File: src/rtl/morse_pkg.sv
// Shared types and constants for the Morse key decoder.
package morse_pkg;

   typedef enum logic [1:0] {
      S_IDLE,
      S_MARK,
      S_SPACE,
      S_STUCK
   } state_e;

   localparam logic DOT  = 1'b0;
   localparam logic DASH = 1'b1;

   function automatic int len_w(input int max_sym);
      return $clog2(max_sym + 1);
   endfunction

endpackage

File: src/rtl/morse_decoder_if.sv
// Character delivery channel: one-entry valid/ready holding register contents.
interface morse_decoder_if #(
   parameter int LEN_W   = 3,
   parameter int MAX_SYM = 5
);
   logic               char_valid;
   logic               char_ready;
   logic [LEN_W-1:0]   char_len;
   logic [MAX_SYM-1:0] char_code;
   logic               char_err;
   logic               match;

   modport master (
      output char_valid, char_len, char_code, char_err, match,
      input  char_ready
   );

   modport slave (
      input  char_valid, char_len, char_code, char_err, match,
      output char_ready
   );
endinterface

File: src/rtl/morse_debounce.sv
// Two-flop synchroniser followed by a consecutive-sample debouncer.
// rise_o/fall_o pulse during the first cycle of the new key_d_o level.
module morse_debounce #(
   parameter int DEBOUNCE = 2
) (
   input  logic clk_i,
   input  logic rst_ni,
   input  logic key_i,
   output logic key_d_o,
   output logic rise_o,
   output logic fall_o
);
   localparam int CW = (DEBOUNCE < 2) ? 1 : $clog2(DEBOUNCE + 1);

   logic [1:0]    sync_q;
   logic [CW-1:0] cnt_q, cnt_d;
   logic          key_q, rise_q, fall_q;
   logic          differ, toggle;

   always_comb begin
      differ = sync_q[1] != key_q;
      toggle = differ && (cnt_q == CW'(DEBOUNCE - 1));
      cnt_d  = '0;
      if (differ && !toggle) cnt_d = cnt_q + CW'(1);
   end

   always_ff @(posedge clk_i or negedge rst_ni) begin
      if (!rst_ni) begin
         sync_q <= '0;
         cnt_q  <= '0;
         key_q  <= 1'b0;
         rise_q <= 1'b0;
         fall_q <= 1'b0;
      end else begin
         sync_q <= {sync_q[0], key_i};
         cnt_q  <= cnt_d;
         rise_q <= toggle & ~key_q;
         fall_q <= toggle & key_q;
         if (toggle) key_q <= ~key_q;
      end
   end

   assign key_d_o = key_q;
   assign rise_o  = rise_q;
   assign fall_o  = fall_q;
endmodule

File: src/rtl/morse_decoder.sv
// Morse key decoder: classifies debounced marks into dots/dashes, assembles
// characters, delivers them through a valid/ready holding register and scores matches.
module morse_decoder
   import morse_pkg::*;
#(
   parameter int CNT_W    = 8,
   parameter int DEBOUNCE = 2,
   parameter int DOT_MIN  = 20,
   parameter int DASH_MIN = 60,
   parameter int CHAR_GAP = 40,
   parameter int MAX_SYM  = 5,
   parameter int LEN_W    = len_w(MAX_SYM)
) (
   input  logic               clk_i,
   input  logic               rst_ni,
   input  logic               en_i,
   input  logic               key_i,
   input  logic [LEN_W-1:0]   target_len_i,
   input  logic [MAX_SYM-1:0] target_code_i,
   morse_decoder_if.master    char_if,
   output logic [7:0]         score_o,
   output logic               overflow_o
);
   localparam logic [CNT_W-1:0] TMAX    = '1;
   localparam logic [CNT_W-1:0] GAP_T   = CNT_W'(CHAR_GAP - 1);
   localparam logic [CNT_W:0]   DOT_D   = (CNT_W + 1)'(DOT_MIN);
   localparam logic [CNT_W:0]   DASH_D  = (CNT_W + 1)'(DASH_MIN);
   localparam logic [LEN_W-1:0] LEN_MAX = LEN_W'(MAX_SYM);

   logic key_d, rise, fall;

   morse_debounce #(.DEBOUNCE(DEBOUNCE)) u_debounce (
      .clk_i   (clk_i),
      .rst_ni  (rst_ni),
      .key_i   (key_i),
      .key_d_o (key_d),
      .rise_o  (rise),
      .fall_o  (fall)
   );

   state_e             state_q, state_d;
   logic [CNT_W-1:0]   timer_q, timer_d, timer_inc;
   logic [CNT_W:0]     dur;
   logic [LEN_W-1:0]   len_q, len_d;
   logic [MAX_SYM-1:0] code_q, code_d;
   logic               err_q, err_d;
   logic               emit, sym, new_match;

   always_comb begin
      state_d   = state_q;
      timer_d   = timer_q;
      len_d     = len_q;
      code_d    = code_q;
      err_d     = err_q;
      emit      = 1'b0;
      sym       = DOT;
      timer_inc = (timer_q == TMAX) ? timer_q : timer_q + CNT_W'(1);
      dur       = {1'b0, timer_q} + (CNT_W + 1)'(1);
      unique case (state_q)
         S_IDLE: begin
            if (rise) begin
               state_d = S_MARK;
               timer_d = '0;
               len_d   = '0;
               code_d  = '0;
               err_d   = 1'b0;
            end
         end
         S_MARK: begin
            timer_d = timer_inc;
            if (fall) begin
               // Marks shorter than a dot are glitches and leave the character untouched.
               if (dur >= DOT_D) begin
                  sym = (dur >= DASH_D) ? DASH : DOT;
                  if (len_q == LEN_MAX) begin
                     err_d = 1'b1;
                  end else begin
                     code_d = {code_q[MAX_SYM-2:0], sym};
                     len_d  = len_q + LEN_W'(1);
                  end
               end
               state_d = (len_d != '0) ? S_SPACE : S_IDLE;
               timer_d = '0;
            end else if (timer_q == TMAX) begin
               state_d = S_STUCK;
            end
         end
         S_SPACE: begin
            timer_d = timer_inc;
            if (rise) begin
               state_d = S_MARK;
               timer_d = '0;
            end else if (timer_q == GAP_T) begin
               emit    = 1'b1;
               state_d = S_IDLE;
            end
         end
         S_STUCK: begin
            if (fall) state_d = S_IDLE;
         end
         default: state_d = S_IDLE;
      endcase
      if (!en_i) begin
         state_d = S_IDLE;
         emit    = 1'b0;
      end
   end

   always_ff @(posedge clk_i or negedge rst_ni) begin
      if (!rst_ni) begin
         state_q <= S_IDLE;
         timer_q <= '0;
         len_q   <= '0;
         code_q  <= '0;
         err_q   <= 1'b0;
      end else begin
         state_q <= state_d;
         timer_q <= timer_d;
         len_q   <= len_d;
         code_q  <= code_d;
         err_q   <= err_d;
      end
   end

   logic               valid_q, herr_q, match_q, ovf_q, accept;
   logic [LEN_W-1:0]   hlen_q;
   logic [MAX_SYM-1:0] hcode_q;
   logic [7:0]         score_q;

   assign accept    = valid_q & char_if.char_ready;
   assign new_match = !err_q && (len_q == target_len_i) && (code_q == target_code_i);

   // An accept on the same edge frees the slot, so the new character loads without a bubble.
   always_ff @(posedge clk_i or negedge rst_ni) begin
      if (!rst_ni) begin
         valid_q <= 1'b0;
         hlen_q  <= '0;
         hcode_q <= '0;
         herr_q  <= 1'b0;
         match_q <= 1'b0;
         ovf_q   <= 1'b0;
         score_q <= '0;
      end else begin
         if (emit && (!valid_q || accept)) begin
            valid_q <= 1'b1;
            hlen_q  <= len_q;
            hcode_q <= code_q;
            herr_q  <= err_q;
            match_q <= new_match;
         end else if (emit) begin
            ovf_q <= 1'b1;
         end else if (accept) begin
            valid_q <= 1'b0;
         end
         if (accept && match_q && (score_q != 8'hFF)) score_q <= score_q + 8'd1;
      end
   end

   assign char_if.char_valid = valid_q;
   assign char_if.char_len   = hlen_q;
   assign char_if.char_code  = hcode_q;
   assign char_if.char_err   = herr_q;
   assign char_if.match      = match_q;
   assign score_o            = score_q;
   assign overflow_o         = ovf_q;
endmodule

File: src/flat_wrapper.sv
// flat-port wrapper written by rule: the top's interface ports become plain ports
module morse_decoder_flat import morse_pkg::*;
#(
   parameter int CNT_W    = 8,
   parameter int DEBOUNCE = 2,
   parameter int DOT_MIN  = 20,
   parameter int DASH_MIN = 60,
   parameter int CHAR_GAP = 40,
   parameter int MAX_SYM  = 5,
   parameter int LEN_W    = len_w(MAX_SYM)
)
  (clk_i, rst_ni, en_i, key_i, target_len_i, target_code_i, score_o, overflow_o, char_if_char_valid, char_if_char_len, char_if_char_code, char_if_char_err, char_if_match, char_if_char_ready);
  morse_decoder_if #(.LEN_W(LEN_W), .MAX_SYM(MAX_SYM)) char_if_i ();
  input  logic clk_i;
  input  logic rst_ni;
  input  logic en_i;
  input  logic key_i;
  input  logic [LEN_W-1:0] target_len_i;
  input  logic [MAX_SYM-1:0] target_code_i;
  output logic [7:0] score_o;
  output logic overflow_o;
  output wire logic [$bits(char_if_i.char_valid)-1:0] char_if_char_valid;
  output wire logic [$bits(char_if_i.char_len)-1:0] char_if_char_len;
  output wire logic [$bits(char_if_i.char_code)-1:0] char_if_char_code;
  output wire logic [$bits(char_if_i.char_err)-1:0] char_if_char_err;
  output wire logic [$bits(char_if_i.match)-1:0] char_if_match;
  input wire logic [$bits(char_if_i.char_ready)-1:0] char_if_char_ready;
  assign char_if_char_valid = char_if_i.char_valid;
  assign char_if_char_len = char_if_i.char_len;
  assign char_if_char_code = char_if_i.char_code;
  assign char_if_char_err = char_if_i.char_err;
  assign char_if_match = char_if_i.match;
  assign char_if_i.char_ready = char_if_char_ready;
  morse_decoder #(.CNT_W(CNT_W), .DEBOUNCE(DEBOUNCE), .DOT_MIN(DOT_MIN), .DASH_MIN(DASH_MIN), .CHAR_GAP(CHAR_GAP), .MAX_SYM(MAX_SYM), .LEN_W(LEN_W)) u_core (.clk_i(clk_i), .rst_ni(rst_ni), .en_i(en_i), .key_i(key_i), .target_len_i(target_len_i), .target_code_i(target_code_i), .char_if(char_if_i), .score_o(score_o), .overflow_o(overflow_o));
endmodule
File: config.mk
export PLATFORM = sky130hd
export DESIGN_NAME = morse_decoder_flat
export DESIGN_NICKNAME = d
export VERILOG_FILES = /design/src/rtl/morse_pkg.sv /design/src/rtl/morse_decoder_if.sv /design/src/rtl/morse_debounce.sv /design/src/rtl/morse_decoder.sv /design/src/flat_wrapper.sv
export SDC_FILE = /design/constraint.sdc
export NUM_CORES = 1
export LEC_CHECK = 0
export CORE_MARGIN = 3
export CORE_UTILIZATION = 50
export DETAILED_ROUTE_END_ITERATION = 10
export PLACE_DENSITY = 0.85
export REMOVE_ABC_BUFFERS = 1
export SYNTH_ARGS = -nofsm -noshare
export SYNTH_HDL_FRONTEND = slang
export SYNTH_SLANG_ARGS = --single-unit
File: constraint.sdc
create_clock -name clk_i -period 4.23 [get_ports clk_i]
set_clock_uncertainty 0.2 [all_clocks]
set_input_delay 0.846 -clock clk_i [delete_from_list [all_inputs] [get_ports clk_i]]
set_output_delay 0.846 -clock clk_i [all_outputs]
set_load 0.02 [all_outputs]
* After elaboration in Yosys (flattened, before gate mapping)
Index checks and enable logic that the tools add are counted.
** Word-level totals
- Register bits :: 46
- Bits in latches :: 0
- Bits in writable memories :: 0
- ROM bits :: 0
- Bits of input ports :: 13
- Output and inout bits :: 20
- Logic and storage cells :: 113
- Memories :: 0
** Cells by class
- Add/subtract/negate cells :: 5
- Multipliers :: 0
- Divide/modulo/power cells :: 0
- $lt $le $gt $ge :: 2
- Equality and inequality tests :: 21
- Shift-type cells :: 0
- Multiplexer cells :: 40
- Bitwise logic cells :: 5
- Reductions and logical operators :: 23
** Operator list (count)
- 8-bit two-way mux :: 4
- 8-bit one-hot mux with 3 select lines :: 1
- 5-bit two-way mux :: 4
- 2-bit two-way mux :: 9
- 3-bit two-way mux :: 6
- 8-bit by 1-bit adder with 8-bit output (second input constant) :: 2
- 1-bit two-way mux :: 12
- 5-bit one-hot mux with 2 select lines :: 1
- 5-bit AND reduction :: 2
- 8-bit by 1-bit adder with 9-bit output (second input constant) :: 1
- 9-bit by 5-bit greater-or-equal comparator with 1-bit output (second input constant) :: 1
- 9-bit by 6-bit greater-or-equal comparator with 1-bit output (second input constant) :: 1
- 8-bit by 6-bit == test with 1-bit output (second input constant) :: 1
- 8-bit == test (second input constant) :: 1
- 2-bit inequality test (second input constant) :: 4
- 4-bit by 3-bit inequality test with 1-bit output (second input constant) :: 2
- 8-bit inequality test (second input constant) :: 1
- 2-bit one-hot mux with 4 select lines :: 1
- 1-bit logical AND :: 7
- 3-bit inequality test (second input constant) :: 2
- 3-bit one-hot mux with 2 select lines :: 1
- 2-bit AND reduction :: 3
- 3-bit nonzero test :: 2
- 5-bit == test :: 1
- other kinds (17) :: 26

* Depth between registers and ports, before layout
- Word-level depth :: 10
- Depth in mapped cells :: 9
- Depth with buffers taken out :: 8

* Hierarchy
A second synthesis with hierarchy kept.
** Second synthesis, totals
- Cell total of the unflattened synthesis :: 242
- Area, all modules :: 2572.5 um2
** By module, submodules not included
- morse_decoder :: times used 1, cells an instance 227, area an instance 2331.0 um2, seq. area each 975.9 um2
- morse_debounce :: times used 1, cells an instance 15, area an instance 241.5 um2, seq. area each 175.2 um2

* Worst setup path before layout
Ideal clock, no wire load.
- Path kind :: flip-flop to flip-flop
- From :: register u_core.timer_q[0]
- To :: register u_core.len_q[0]
- Library setup time :: 0.125 ns
- Arrival time :: 2.009 ns
- Required time :: 3.905 ns
- Slack :: 1.897 ns
- Cell stages (with the launch flop) :: 8
- Path buffers :: 0
- Period minus slack after synthesis :: 2.333 ns
- Cells stage by stage :: dfrtp_1 ha_1 nand3_2 or2_2 a21oi_1 o21ai_1 a21o_1 mux2_2
** On the way
- Longest elaborated chain between the ends :: 7
** Ends and longest elaborated chain
- start: declaration :: RTL line morse_decoder.sv:42 : logic [CNT_W-1:0] timer_q, timer_d, timer_inc;
- start signal: assignment :: RTL line morse_decoder.sv:118 : timer_q <= timer_d;
- 8-bit by 1-bit adder with 9-bit output :: RTL line morse_decoder.sv:58 : dur = {1'b0, timer_q} + (CNT_W + 1)'(1);
- 9-bit by 5-bit greater-or-equal comparator with 1-bit output :: RTL line morse_decoder.sv:73 : if (dur >= DOT_D) begin
- 3-bit two-way mux :: RTL line morse_decoder.sv:73
- 3-bit two-way mux :: RTL line morse_decoder.sv:71 : if (fall) begin
- 3-bit two-way mux :: RTL line morse_decoder.sv:59 : unique case (state_q)
- 3-bit two-way mux :: RTL line morse_decoder.sv:71
- 3-bit one-hot mux with 2 select lines :: RTL line morse_decoder.sv:59
- end signal: assignment :: RTL line morse_decoder.sv:119 : len_q <= len_d;
- end: declaration :: RTL line morse_decoder.sv:44 : logic [LEN_W-1:0] len_q, len_d;
No other way between the ends. The select of a mux whose other input is x is not followed.
A chain may end at the register's enable or synchronous reset.

* Final worst setup path
Ends and elaborated chain as after synthesis.

==> qor.json <==
{
  "worst_setup_path": {
    "critical_path_arrival_ns": 2.64,
    "path_class": "reg2reg",
    "worst-r2r-setup-slack_ns": 1.58,
    "timing.rr.start": "u_core.timer_q[0]",
    "critical_path.endpoint_type": "register",
    "cp_data_required_time_ns": 4.22,
    "cp-start-kind": "register",
    "worst_r2r_path_depth": 7,
    "cp.buffers_inverters": 0,
    "worst_path_dominant_cell_family": "compound AO/OA/AOI/OAI gates",
    "worst_path_largest_cell_delay_ns": 0.44,
    "crit_chain": "ha_1 -> nand3_2 -> or2_2 -> a21oi_1 -> o21ai_1 -> a21o_1 -> mux2_2",
    "critical_path.reg2reg.endpoint": "u_core.len_q[0]",
    "worstPathMaxFanout": 7,
    "critical-path-slowest-cell": "sky130_fd_sc_hd__dfrtp_1"
  },
  "detailed_routing": {
    "detailedRoute.firstPassIterationCount": 4,
    "antenna_left": 0,
    "detail_route.iter0.violations": 162,
    "wl_per_cell_um": 14.7,
    "detail_route.drc_violations": 0,
    "post_drt_via_cell_ratio": 5.45,
    "dr_total_vias": 1797,
    "routed_wl_mm": 4.84
  },
  "clocking": {
    "tritoncts": "built",
    "cts_setup_buffers": 0,
    "cts.sinks": 46,
    "clock_insertion_delay_worst_skew_ns": 0.30,
    "clock_path_buffers": 2,
    "inserted_clock_buffers": 5,
    "cts_repair_resize_count": 0,
    "clk_transition_reported_paths_ns": 0.09,
    "htree_num_levels": 2,
    "clk_root_buffer_cell": "sky130_fd_sc_hd__clkbuf_8",
    "cts-hold-fix-buffers": 0
  },
  "floorplan": {
    "floorplan.io_pins": 33,
    "floorplan.rows": 24,
    "die_width_um": 76.1,
    "coreArea_mm2": 0.00456,
    "die_y_um": 76.1,
    "initial_core_utilization": 0.539,
    "die_area_mm2": 0.00580
  },
  "global_routing": {
    "grt_util_met1": 0.247,
    "number_of_antenna_violations_at_the_first_check_in_global_routing": 0,
    "gr-usage-all-layers": 0.185,
    "overflow_after_grt": 0,
    "grt_pass1_wl_mm": 8.65,
    "maximum_number_of_pins_on_one_net_before_global_route_repair": 47,
    "use_met3": 0.0485,
    "grt_pass1_vias": 1844,
    "grt_most_used_layer": "met2",
    "grtUsageMet2": 0.292
  },
  "sta": {
    "final_hold_viol_count": 0,
    "finalSetupTns_ns": 0,
    "number_of_max_slew_violations_in_the_final_report": 0,
    "timing.slew.headroom": 0.341,
    "min_period_over_period": 0.627,
    "setup_viol": 0,
    "rsz0062_at_grt": "no",
    "max_clock_freq_mhz": 377,
    "tightest_slew_ns": 0.989,
    "final_worst_path_period_need_ns": 2.65
  },
  "synth": {
    "synth_flop_cell": "sky130_fd_sc_hd__dfrtp_1",
    "seq_area_frac_synth": 0.468,
    "yosysMostFrequentCell": "sky130_fd_sc_hd__dfrtp_1",
    "syn_inst": 231,
    "synthDominantAreaCellType": "sky130_fd_sc_hd__dfrtp_1",
    "synth_enable_flop_cells": 0,
    "yosysWarningCount": 0,
    "leading_cell_types_by_count_after_synthesis": "sky130_fd_sc_hd__dfrtp_1, sky130_fd_sc_hd__nand2_1, sky130_fd_sc_hd__nor2_1",
    "ys_types": 54,
    "asyncSetResetFlopFracSynth": 1.00,
    "synthesis.area_per_instance_um2": 10.6,
    "synth_seq_cells": 46,
    "mapped_cell_area_mm2": 0.00246,
    "synthTopCellsByArea": "sky130_fd_sc_hd__dfrtp_1, sky130_fd_sc_hd__ha_1, sky130_fd_sc_hd__xnor2_1, sky130_fd_sc_hd__mux2_4, sky130_fd_sc_hd__nand2_1",
    "synth_largest_type_area_fraction": 0.468
  },
  "min_path": {
    "worstHoldStart": "u_core.u_debounce.sync_q[0]",
    "min_delay_path_depth": 0,
    "hold_path.class": "reg2reg",
    "hold-path-endpoint": "u_core.u_debounce.sync_q[1]"
  },
  "layout": {
    "layout_area_overhead_pct": 20.0,
    "antennaDiodeCount": 0,
    "postLayoutCellArea_mm2": 0.00295,
    "final_layout_size_suffix_gt1_frac": 0.102,
    "num-nets-final": 289,
    "fillCellCount": 379
  },
  "power_and_ir_drop": {
    "cellPowerDensity_mw_per_mm2": 371,
    "peakVddDrop_v": 0.000264,
    "cellLeakagePower_nw": 1.36
  },
  "place": {
    "hpwlAfterDp_mm": 3.54,
    "post_dp_cell_area_mm2": 0.00281,
    "globalplace.congestion": 0.929,
    "placement.io_buffers": 32
  },
  "status": {
    "outcome": "complete, no violations"
  },
  "flow_run": {
    "cap_viol_max_count": 0
  }
}
## worst max path at each step
stage | endpoint | slack (ns) | depth (start not counted) | start
floorplan | u_core.len_q[0] | 1.89 | 7 | u_core.timer_q[0]
global placement | u_core.char_if.char_code[3] | 1.54 | 5 | en_i
detailed placement | u_core.char_if.char_code[1] | 1.50 | 5 | en_i
CTS | u_core.len_q[0] | 1.58 | 7 | u_core.timer_q[0]
global route | u_core.state_q[1] | 1.35 | 7 | u_core.timer_q[0]
finish | u_core.len_q[0] | 1.58 | 7 | u_core.timer_q[0]
## metal layers
layer  up-vias  wire [um]
met1       853       2200
li1        890          -
met3         6        272
met2        48       2320
met5         -          0
met4         0         52
## placed cells by master, fill, tap and decap left out, types with 3 or more instances in the layout
| master | count |
|---|---|
| sky130_fd_sc_hd__a21oi_1 | 11 |
| sky130_fd_sc_hd__o31ai_1 | 3 |
| sky130_fd_sc_hd__ha_1 | 12 |
| sky130_fd_sc_hd__o21ai_0 | 10 |
| sky130_fd_sc_hd__nor2_1 | 16 |
| sky130_fd_sc_hd__nand2_1 | 19 |
| sky130_fd_sc_hd__xor2_1 | 6 |
| sky130_fd_sc_hd__nor3_1 | 3 |
| sky130_fd_sc_hd__nand2b_1 | 4 |
| sky130_fd_sc_hd__inv_1 | 10 |
| sky130_fd_sc_hd__clkbuf_8 | 6 |
| sky130_fd_sc_hd__mux2_4 | 6 |
| sky130_fd_sc_hd__and3_1 | 3 |
| sky130_fd_sc_hd__mux2_2 | 4 |
| sky130_fd_sc_hd__nor2b_1 | 4 |
| sky130_fd_sc_hd__dfrtp_1 | 46 |
| sky130_fd_sc_hd__clkdlybuf4s50_1 | 31 |
| sky130_fd_sc_hd__nand3_1 | 9 |
| sky130_fd_sc_hd__nand4_1 | 5 |
| sky130_fd_sc_hd__xnor2_1 | 12 |
| sky130_fd_sc_hd__a22o_1 | 6 |
## through the flow
stage	hold slack, ns	utilization	power, mW	worst slack, ns	std cells
after detailed placement	0.139	0.616	0.706	1.50	322
after CTS	0.168	0.647	1.11	1.58	330
after global placement	0.136	0.616	0.695	1.54	322
final	0.164	0.647	1.10	1.58	330
after global routing	0.185	0.647	1.17	1.35	330
after floorplan	0.131	-	0.639	1.89	225
## flip-flops by register name, summed over array words and instances (netlist names)
name	count
u_core.score_o	8
u_core.timer_q	8
u_core.char_if.char_code	5
u_core.code_q	5
u_core.char_if.char_len	3
u_core.len_q	3
u_core.state_q	2
u_core.u_debounce.cnt_q	2
u_core.u_debounce.sync_q	2
u_core.char_if.char_err	1
u_core.char_if.char_valid	1
u_core.char_if.match	1
u_core.err_q	1
u_core.overflow_o	1
u_core.u_debounce.fall_o	1
u_core.u_debounce.key_d_o	1
u_core.u_debounce.rise_o	1
## power by group
part           switching (mW)  internal [mW]  total, mW
clock network           0.148          0.252      0.400
registers              0.0211          0.464      0.485
logic                   0.133         0.0781      0.212
## cell type report
cell class,count,area [um^2],area share
clock buffers,6,82.6,0.0280
clock inverters,2,60.1,0.0203
inverters,10,37.5,0.0127
multi-input cells,169,1220,0.415
flip-flops and latches,46,1150,0.390
well taps,65,81.3,0.0275
repair buffers,32,315,0.107
## cell families after synthesis
| logic type | synth area share |
|---|---|
| and+or+nand+nor | 0.164 |
| AOI/OAI and AO/OA | 0.154 |
| adders and majority gates | 0.0610 |
| muxes | 0.0549 |
| buffers and inverters | 0.0341 |
| xor gates and xnor gates | 0.0641 |
| DFF | 0.468 |
Note: power is estimated with default switching activity, not from simulation.
